## src/rtl/alu_op_sequencer.sv

```systemverilog
// Purpose : issue side of the ALU; decodes one instruction per handshake, drives DATA1/DATA2/SELECT,
//           holds them for the op's settle time, captures RESULT and returns it with a zero flag.
// Latency : result valid ADD_WAIT (ADD/SUB) or LOGIC_WAIT (others) cycles after the accept edge.
// Backpressure: one op in flight; o_instr_ready only in IDLE, result held until i_res_ready.
// Ports   : i_clk/i_rst_n clock and async active-low reset
//           i_instr_valid/o_instr_ready + i_opcode/i_operand1/i_operand2  instruction port
//           o_alu_data1/o_alu_data2/o_alu_select -> ALU, i_alu_result <- ALU
//           o_res_valid/i_res_ready + o_res_data/o_res_zero  result port
//           o_illegal  one-cycle pulse when an undefined opcode is accepted
module alu_op_sequencer #(
   parameter int WIDTH      = 8,
   parameter int ADD_WAIT   = 2,
   parameter int LOGIC_WAIT = 1
) (
   input  logic             i_clk,
   input  logic             i_rst_n,
   input  logic             i_instr_valid,
   output logic             o_instr_ready,
   input  logic [7:0]       i_opcode,
   input  logic [WIDTH-1:0] i_operand1,
   input  logic [WIDTH-1:0] i_operand2,
   output logic [WIDTH-1:0] o_alu_data1,
   output logic [WIDTH-1:0] o_alu_data2,
   output logic [2:0]       o_alu_select,
   input  logic [WIDTH-1:0] i_alu_result,
   output logic             o_res_valid,
   input  logic             i_res_ready,
   output logic [WIDTH-1:0] o_res_data,
   output logic             o_res_zero,
   output logic             o_illegal
);

   localparam int MAX_WAIT = (ADD_WAIT > LOGIC_WAIT) ? ADD_WAIT : LOGIC_WAIT;
   localparam int CNT_W    = $clog2(MAX_WAIT + 1);

   localparam logic [1:0] S_IDLE = 2'd0;
   localparam logic [1:0] S_WAIT = 2'd1;
   localparam logic [1:0] S_HOLD = 2'd2;
   localparam logic [1:0] S_ERR  = 2'd3;

   logic [1:0]       r_state;
   logic [CNT_W-1:0] r_cnt;
   logic [WIDTH-1:0] r_alu_data1;
   logic [WIDTH-1:0] r_alu_data2;
   logic [2:0]       r_alu_select;
   logic             r_res_valid;
   logic [WIDTH-1:0] r_res_data;
   logic             r_res_zero;
   logic             r_illegal;

   logic             w_legal;
   logic [2:0]       w_select;
   logic [WIDTH-1:0] w_data2;
   logic [CNT_W-1:0] w_wait;
   logic             w_accept;

   assign w_accept = i_instr_valid && (r_state == S_IDLE);

   // Opcode decode: SELECT, second ALU operand and settle time for the op.
   always_comb begin
      w_legal  = 1'b1;
      w_select = 3'b000;
      w_data2  = i_operand2;
      w_wait   = CNT_W'(LOGIC_WAIT);
      case (i_opcode)
         8'h00: ;                                    // LOADI: ALU passes DATA2
         8'h01: w_data2 = i_operand1;                // MOV: pass operand1 through DATA2
         8'h02: begin
            w_select = 3'b001;
            w_wait   = CNT_W'(ADD_WAIT);
         end
         8'h03: begin                                // SUB as ADD of the two's complement
            w_select = 3'b001;
            w_data2  = ~i_operand2 + WIDTH'(1);
            w_wait   = CNT_W'(ADD_WAIT);
         end
         8'h04: w_select = 3'b010;
         8'h05: w_select = 3'b011;
         8'h06: begin                                // shift amount lives in the top 3 bits
            w_select = 3'b100;
            w_data2  = {i_operand2[2:0], {(WIDTH-3){1'b0}}};
         end
         default: w_legal = 1'b0;
      endcase
   end

   always_ff @(posedge i_clk or negedge i_rst_n) begin
      if (!i_rst_n) begin
         r_state      <= S_IDLE;
         r_cnt        <= '0;
         r_alu_data1  <= '0;
         r_alu_data2  <= '0;
         r_alu_select <= 3'b000;
         r_res_valid  <= 1'b0;
         r_res_data   <= '0;
         r_res_zero   <= 1'b0;
         r_illegal    <= 1'b0;
      end else begin
         r_illegal <= 1'b0;
         case (r_state)
            S_IDLE: begin
               if (w_accept) begin
                  if (w_legal) begin
                     r_alu_data1  <= i_operand1;
                     r_alu_data2  <= w_data2;
                     r_alu_select <= w_select;
                     r_cnt        <= w_wait;
                     r_state      <= S_WAIT;
                  end else begin
                     // ALU outputs deliberately left as-is so the ALU sees no glitch
                     r_illegal <= 1'b1;
                     r_state   <= S_ERR;
                  end
               end
            end
            S_WAIT: begin
               // Counter holds edges remaining; the edge where it reads 1 is the settle edge.
               if (r_cnt == CNT_W'(1)) begin
                  r_cnt       <= '0;
                  r_res_data  <= i_alu_result;
                  r_res_zero  <= ~|i_alu_result;
                  r_res_valid <= 1'b1;
                  r_state     <= S_HOLD;
               end else begin
                  r_cnt <= r_cnt - CNT_W'(1);
               end
            end
            S_HOLD: begin
               if (i_res_ready) begin
                  r_res_valid <= 1'b0;
                  r_state     <= S_IDLE;
               end
            end
            S_ERR:   r_state <= S_IDLE;
            default: r_state <= S_IDLE;
         endcase
      end
   end

   assign o_instr_ready = (r_state == S_IDLE);
   assign o_alu_data1   = r_alu_data1;
   assign o_alu_data2   = r_alu_data2;
   assign o_alu_select  = r_alu_select;
   assign o_res_valid   = r_res_valid;
   assign o_res_data    = r_res_data;
   assign o_res_zero    = r_res_zero;
   assign o_illegal     = r_illegal;

endmodule

```

## config.mk

```make
export PLATFORM = sky130hd
export DESIGN_NAME = alu_op_sequencer
export DESIGN_NICKNAME = d
export VERILOG_FILES = /design/src/rtl/alu_op_sequencer.sv
export SDC_FILE = /design/constraint.sdc
export NUM_CORES = 1
export LEC_CHECK = 0
export CELL_PAD_IN_SITES_DETAIL_PLACEMENT = 1
export CELL_PAD_IN_SITES_GLOBAL_PLACEMENT = 1
export CORE_ASPECT_RATIO = 0.5
export CORE_MARGIN = 2
export CORE_UTILIZATION = 35
export DETAILED_ROUTE_END_ITERATION = 8
export HOLD_SLACK_MARGIN = 0.03
export PLACE_DENSITY_LB_ADDON = 0.25
export SLEW_MARGIN = 25
export SYNTH_ARGS = -nofsm -noshare
export SYNTH_HDL_FRONTEND = slang
export SYNTH_SLANG_ARGS = --single-unit
```

## constraint.sdc

```tcl
create_clock -name i_clk -period 2.4 [get_ports i_clk]
set_input_delay 0.36 -clock i_clk [delete_from_list [all_inputs] [get_ports i_clk]]
set_output_delay 0.36 -clock i_clk [all_outputs]
set_load 0.005 [all_outputs]
```

* Yosys cells after proc, flatten, opt, wreduce, memory -nomap -nowiden
Index checks and enable logic that the tools add are counted.
Widths: inputs -> output; s select.
** Word-level totals
- Register bits :: 34
** Cells by class
- Multiplexer cells :: 19
- Bitwise gates (word level) :: 1
- Equality and inequality tests :: 14
- Add/subtract/negate cells :: 2
- Reduce and logical (&&, ||, !) cells :: 14
** Operator list (count)
- $eq 8x3->1 const B :: 3
- $pmux 8 s3 :: 1
- $eq 8x2->1 const B :: 2
- $mux 2 :: 8
- $pmux 3 s4 :: 1
- $reduce_and 3->1 :: 4
- $add 8x1->8 const B :: 1
- $eq 8x1->1 const B :: 1
- $logic_not 8->1 :: 1
- $not 8->8 :: 1
- $pmux 2 s4 :: 1
- $reduce_or 8->1 :: 1
- $reduce_or 7->1 :: 1
- $mux 1 :: 6
- $eq 2x1->1 const B :: 2
- $eq 2x2->1 const B :: 2
- $ne 2x1->1 const B :: 2
- $ne 2x2->1 const B :: 2
- $pmux 2 s2 :: 1
- $reduce_bool 2->1 :: 2
- $logic_not 2->1 :: 1
- $pmux 1 s2 :: 1
- $reduce_and 2->1 :: 1
- $reduce_or 2->1 :: 1
- other kinds (3) :: 3

* Longest topological paths before layout
Gate-level depths: netlist of run 1.
- Word-level depth :: 6
- Mapped depth :: 8
- Mapped depth without buffers :: 7

* Worst setup path before layout of run 1
No wires, ideal clock.
- Path type :: input port to flip-flop
- Start :: input port i_operand2[0]
- End :: register r_alu_data2[6] (netlist: o_alu_data2[6])
- Setup slack :: 899 ps
- Stages on the path :: 7
- Buffers on the path :: 0
- Arrival :: 1370 ps
- Required time :: 2269 ps
- Path through :: inv_1 -> ha_1 -> nor3b_2 -> nor3b_1 -> nor4_1 -> a221oi_1 -> a31oi_1
** On the way
- Longest elaborated chain between the ends :: 3
** RTL lines
- start, declared :: RTL line 21 : input logic [WIDTH-1:0] i_operand2,
- $not 8->8 :: RTL line 74 : w_data2 = ~i_operand2 + WIDTH'(1);
- $add 8x1->8 :: RTL line 74
- $pmux 8 s3 :: RTL line 65 : case (i_opcode)
- end signal, assigned :: RTL line 105 : r_alu_data2 <= w_data2;
- end, declared :: RTL line 44 : logic [WIDTH-1:0] r_alu_data2;
Every way passes these cells.
A chain may end at the register's enable or synchronous reset.

* Worst setup path in the final report of run 1
Ends and elaborated chain as after synthesis.

==> flow_summary.toml, run 1 <==
[sta]
fmax_mhz = 499
fin_crit_sh_pct = 83.4
final_hold_viol_count = 0
worst-slew-pin-transition_ps = 474
slew_violations = 0
period_needed_ps = 2000
slew_headroom_pct = 68.3
rsz0062_at_grt = "false"
setup_violations = 0
tns_ps = 0
fin_worst_skew_ps = 7.18
hold_ws_ps = 472

[clocking]
h-tree-depth = 2
clk_pin_slew_worst_paths_ps = 80
cts_root_buffer = "clkbuf_8"
clk_latency_ps = 290
cts_tree = "yes"
clock_sinks = 34
cts_setup_buffers = 0
clk_path_buf_depth = 2
ctsResizeCount = 0
cts_hold_buf = 0
cts-buffers-inserted = 5

[placed_design]
gp_congestion = 0.820
hpwl_um = 3960
port-buffer-count = 66
dpl_cell_area_sq_um = 2550

[die]
die_y_um = 55.2
ios = 67
die-width_um = 106
dieArea_sq_um = 5880
coreArea_sq_um = 5000
start_util_pct = 36.8
rows = 18

[logic_synthesis]
synth_fp_nets = 232
ys_warn_count = 0
synth_seq_cells = 34
synth_top_area_share_pct = 46.3
avgSynthCellArea_sq_um = 9.47
ys_types = 45
seq_area_frac_synth_pct = 46.3
synth_ff_type = "dfrtp_1"
syn_area_sq_um = 1840
netlist_instances = 194
synth.area.top_cells = "dfrtp_1 46%, nand2_1 8.4%, mux2_2 6.7%"
async_reset_ff_share_pct = 100
synth_edf_count = 0
synth_top_area_cell = "dfrtp_1"

[setup_path]
cp_slowest_cell = "clkdlybuf4s50_1"
cp-endpoint = "o_alu_data2[6]"
cp_data_required_time_ps = 2560
r2r_end = "o_alu_data2[1]"
worst-path-stages = 8
crit_type = "in2reg"
end_kind = "flip-flop"
startpoint = "i_operand2[0]"
crit_family = "buffers and inverters"
cp_max_fo = 4
critical_path_arrival_ps = 2160
slowest_delay_ps = 520
crit_chain = "clkdlybuf4s50_1 > inv_1 > ha_1 > nor3b_2 > nor3b_1 > nor4_1 > a221oi_1 > a31oi_1"
r2r_start = "r_state[0]"
start_kind = "primary input"
ff2ff_path_depth = 5
r2r_setup_slack_ps = 690
cp_num_buf_inv = 2

[status]
status = "finished clean"

[route]
firstDrtPassIters = 4
drtAntennaViolNets = 0
route.detailed.drc = 0
via_per_inst = 5.07
drt_iter0_drc = 59
routedWlPerCell_um = 15.7
vias = 1700
routed_wl_um = 5250

[grt]
grt_pass1_vias = 1780
grt_pass1_wl_um = 8920
grt_max_degree = 35
antenna_found_initial = 0
grt_overflow = 0
grt_use_total_pct = 19.0

[power_and_ir_drop]
combPwrFrac_pct = 36.2
p_clk_share_pct = 26.2
swShare_pct = 28.3
p_int_uw = 1760
seq_power_share_pct = 37.6
power.leakage_uw = 0.00114
irDropWorstVdd_mv = 0.405
p_per_area_nw_per_um2 = 913
power.net_switching_uw = 695

[final_layout]
num_antenna_cells = 0
multi_input_comb_area_sq_um = 887
fin_area_sq_um = 2690
fillers = 603
drive_gt1_share_pct = 13.6
syn2layout_area_growth_pct = 46.4
fin_util_pct = 53.8
area.sequential_sq_um = 851
nNetsFinal = 302

[job]
max-cap-violations = 0

[worst_hold_path]
hold_path_class = "in2async"
worst reg2reg max path, cell delays in order, from the launching register on:
cell and delay, ps:
dfrtp_1 490, nor2b_2 190, and2_2 210, nand2_1 300
a221oi_1 320, nor2_1 70
worst min path at each step:
stage,from,slack [ps],end
2_1_floorplan,i_rst_n,60,o_alu_data1[0]
3_3_place_gp,o_alu_select[1],460,o_alu_select[1]
3_5_place_dp,o_alu_data1[6],470,o_alu_data1[6]
4_1_cts,o_alu_data1[6],490,o_alu_data1[6]
5_1_grt,i_rst_n,510,o_alu_data1[7]
6_report,i_rst_n,470,o_alu_select[2]
synthesized netlist by cell type, drive strengths merged, types with 3 or more instances:
| cell | instances |
|---|---|
| a21oi | 9 |
| a221oi | 3 |
| a22oi | 3 |
| a31oi | 3 |
| and2 | 3 |
| buf | 8 |
| dfrtp | 34 |
| inv | 8 |
| mux2 | 11 |
| nand2 | 41 |
| nand3 | 5 |
| nor2 | 18 |
| nor3 | 3 |
| nor4 | 4 |
| o21ai | 11 |
cell families (layout without fill, tap and decap cells):
logic type / Yosys count / in the layout / synth area share [%]
simple gates: 85 / 85 / 22.7
compound gates: 42 / 42 / 15.5
flops: 34 / 34 / 46.3
buf+inv: 16 / 87 / 5.45
mux: 11 / 11 / 6.74
xor+xnor: 4 / 4 / 1.91
fa+ha+maj: 2 / 2 / 1.36
power groups by stage:
stage | Clock, uW | Combinational [uW] | Sequential [uW]
CTS | 656 | 903 | 926
global placement | 0 | 864 | 921
finish | 643 | 891 | 923
floorplan | 0 | 353 | 912
global route | 687 | 970 | 961
detailed placement | 0 | 897 | 933
stage by stage:
step                worst slack (ps)  instances  total power [uW]
floorplan                        899        194              1270
global placement                 219        327              1780
detailed placement               125        327              1830
CTS                              402        335              2490
global route                     227        335              2620
finish                           397        335              2460
placed cells by master (no fill, tap or decap), drive strengths merged:
master and n:
a211oi 1, a21o 1, a21oi 9, a221oi 3, a22o 1, a22oi 3, a311oi 2, a31oi 3
and2 3, and2b 1, and3 2, buf 5, bufinv 2, clkbuf 5, clkdlybuf4s50 66, clkinv 1
dfrtp 34, ha 2, inv 8, mux2 11, nand2 41, nand2b 2, nand3 5, nand4 1
nor2 18, nor2b 2, nor3 3, nor3b 2, nor4 4, o21a 1, o21ai 11, o221ai 2
o22a 2, o22ai 1, o32ai 1, o41ai 1, or3 1, xnor2 2, xor2 2
per-layer routing:
layer | vias to the layer above | share of wire [%] | global-route usage, %
met5 | - | 0 | 0
met4 | 0 | 0.55 | 2.23
met3 | 4 | 4.3 | 4.72
met2 | 43 | 48 | 32.8
met1 | 835 | 47 | 25.1
li1 | 818 | - | -
flip-flops by register name (all words and copies together) (netlist names):
name / flops
o_illegal: 1
o_alu_data2: 8
o_res_zero: 1
r_state: 2
o_alu_select: 3
r_cnt: 2
o_alu_data1: 8
o_res_valid: 1
o_res_data: 8
final cells by class:
class / instances / share of cell area (%)
clock buffers: 5 / 2.56
clock inverters: 3 / 2.56
flip-flops and latches: 34 / 31.6
repair buffers: 71 / 25.9
well taps: 70 / 3.25
multi-input cells: 144 / 33.0
inverters: 8 / 1.12
Note: power is estimated with default switching activity, not from simulation.
==> inputs of run 2 (changes only) <==
Settings changed: CORE_UTILIZATION 35 to 29.
Clock period 2.4 ns to 1.8 ns, I/O delays scaled along.
==> run 2 against run 1 <==
  * Critical path depth is 1 lower
  * Largest power group unchanged
  * Final cell count is 13% higher
  * Register-to-register slack worse by 450 ps
  * First-iteration DRC count is 6.8% higher
  * Clock-buffer cell count is 2 higher
  * Setup slack worse by 320 ps
  * Highest routed layer unchanged
  * Routed wire length is 14% higher
==> flow_summary.toml, run 2 (same netlist as run 1, synthesis figures left out) <==
[setup_path]
cp_max_fo = 4
r2r_start = "r_cnt[1]"
r2r_end = "o_res_data[1]"
cp_slowest_cell = "clkdlybuf4s50_1"
ff2ff_path_depth = 4
cp_num_buf_inv = 2
end_kind = "flip-flop"
crit_chain = "clkdlybuf4s50_1 > nor4_4 > buf_4 > and2_2 > o21ai_2 > a221oi_2 > nor2_1"
r2r_setup_slack_ps = 240
crit_family = "buffers and inverters"
cp_data_required_time_ps = 1960
crit_type = "in2reg"
critical_path_arrival_ps = 1890
slowest_delay_ps = 440
start_kind = "primary input"
worst-path-stages = 7
startpoint = "i_opcode[4]"

[route]
drtAntennaViolNets = 0
routedWlPerCell_um = 15.8
vias = 1833
route.detailed.drc = 0
routed_wl_um = 5990
drt_iter0_drc = 63
via_per_inst = 4.84
firstDrtPassIters = 4

[power_and_ir_drop]
p_per_area_nw_per_um2 = 1110
p_clk_share_pct = 26.0
combPwrFrac_pct = 37.1
power.net_switching_uw = 942
swShare_pct = 28.3
power.leakage_uw = 0.00130
seq_power_share_pct = 36.9
irDropWorstVdd_mv = 0.528
p_int_uw = 2380

[grt]
grt_overflow = 0
grt_use_total_pct = 19.0
grt_max_degree = 35
grt_pass1_wl_um = 9970
grt_pass1_vias = 2025
antenna_found_initial = 0

[clocking]
clk_latency_ps = 280
cts-buffers-inserted = 5
clk_path_buf_depth = 2
cts_tree = "yes"
cts_setup_buffers = 0
clk_pin_slew_worst_paths_ps = 50
h-tree-depth = 2
cts_root_buffer = "clkbuf_16"
clock_sinks = 34

[die]
die_y_um = 60.3
die-width_um = 117
start_util_pct = 30.1
rows = 20
dieArea_sq_um = 7030
coreArea_sq_um = 6110
ios = 67

[final_layout]
syn2layout_area_growth_pct = 62.3
fin_util_pct = 48.9
layout_commonest_cell = "clkdlybuf4s50_1"
drive_gt1_share_pct = 23.0
layout.cells.most_common_list = "65 x clkdlybuf4s50_1, 41 x nand2_1, 34 x dfrtp_1, 30 x buf_4, 17 x nor2_1"
num_antenna_cells = 0
nNetsFinal = 328
fillers = 720

[sta]
tns_ps = 0
hold_ws_ps = 401
period_needed_ps = 1730
final_hold_viol_count = 0
slew_violations = 0
slew_headroom_pct = 69.9
fin_worst_skew_ps = 1.80
worst-slew-pin-transition_ps = 450
fin_crit_sh_pct = 96.0
fmax_mhz = 579
setup_violations = 0

[worst_hold_path]
hold_path_class = "in2async"

[placed_design]
hpwl_um = 4430
gp_congestion = 0.850
port-buffer-count = 66

[status]
status = "finished clean"

[job]
max-cap-violations = 0
==> run 2: changes by cell type in the layout (fill, tap and decap cells not counted), sizes merged <==
cell	change
dlymetal6s2s	+1
clkdlybuf4s50	-1
bufinv	-2
buf	+26
clkbuf	+2
==> run 2: timing repair <==
action,in CTS,in global routing
hold buffers,0,0
endpoints found under the setup margin,1,6
resized for setup,1,9
==> run 2: metal layers <==
layer | vias up | global-route usage [%] | wire length (um)
met5 | - | 0 | 0
li1 | 881 | - | -
met2 | 43 | 33.5 | 2890
met1 | 898 | 23.2 | 2730
met4 | 0 | 7.06 | 122
met3 | 11 | 4.26 | 241
==> run 2: worst max path at each step <==
stage	to	slack, ps
global route	o_alu_data2[4]	-30
global placement	o_alu_data2[1]	-160
floorplan	o_alu_data2[6]	390
detailed placement	o_alu_data2[6]	-290
CTS	o_alu_data2[1]	20
finish	o_alu_data2[1]	70
==> run 2: through the flow <==
stage               cells  total power (uW)  worst slack (ps)  area [sq um]
finish                379              3320              72.5          2980
floorplan             194              1690               389          1840
global route          379              3560             -27.0          2980
global placement      371              2420              -163          2780
detailed placement    371              2480              -288          2780
CTS                   379              3360              22.5          2940
==> run 2: area by class of cell <==
| class | count | area (sq um) | area share, % |
|---|---|---|---|
| Clock buffer | 7 | 143 | 4.78 |
| Multi-Input combinational cell | 144 | 936 | 31.4 |
| Tap cell | 88 | 110 | 3.69 |
| Timing Repair Buffer | 97 | 908 | 30.5 |
| Clock inverter | 1 | 5.00 | 0.168 |
| Inverter | 8 | 30.0 | 1.01 |
| Sequential cell | 34 | 851 | 28.5 |
==> run 2: power groups by stage <==
stage                     clock network, uW  logic (uW)  registers [uW]
final                                   865        1230            1230
after global placement                    0        1190            1230
after CTS                               881        1240            1230
after detailed placement                  0        1240            1240
after floorplan                           0         471            1220
after global routing                    919        1380            1270
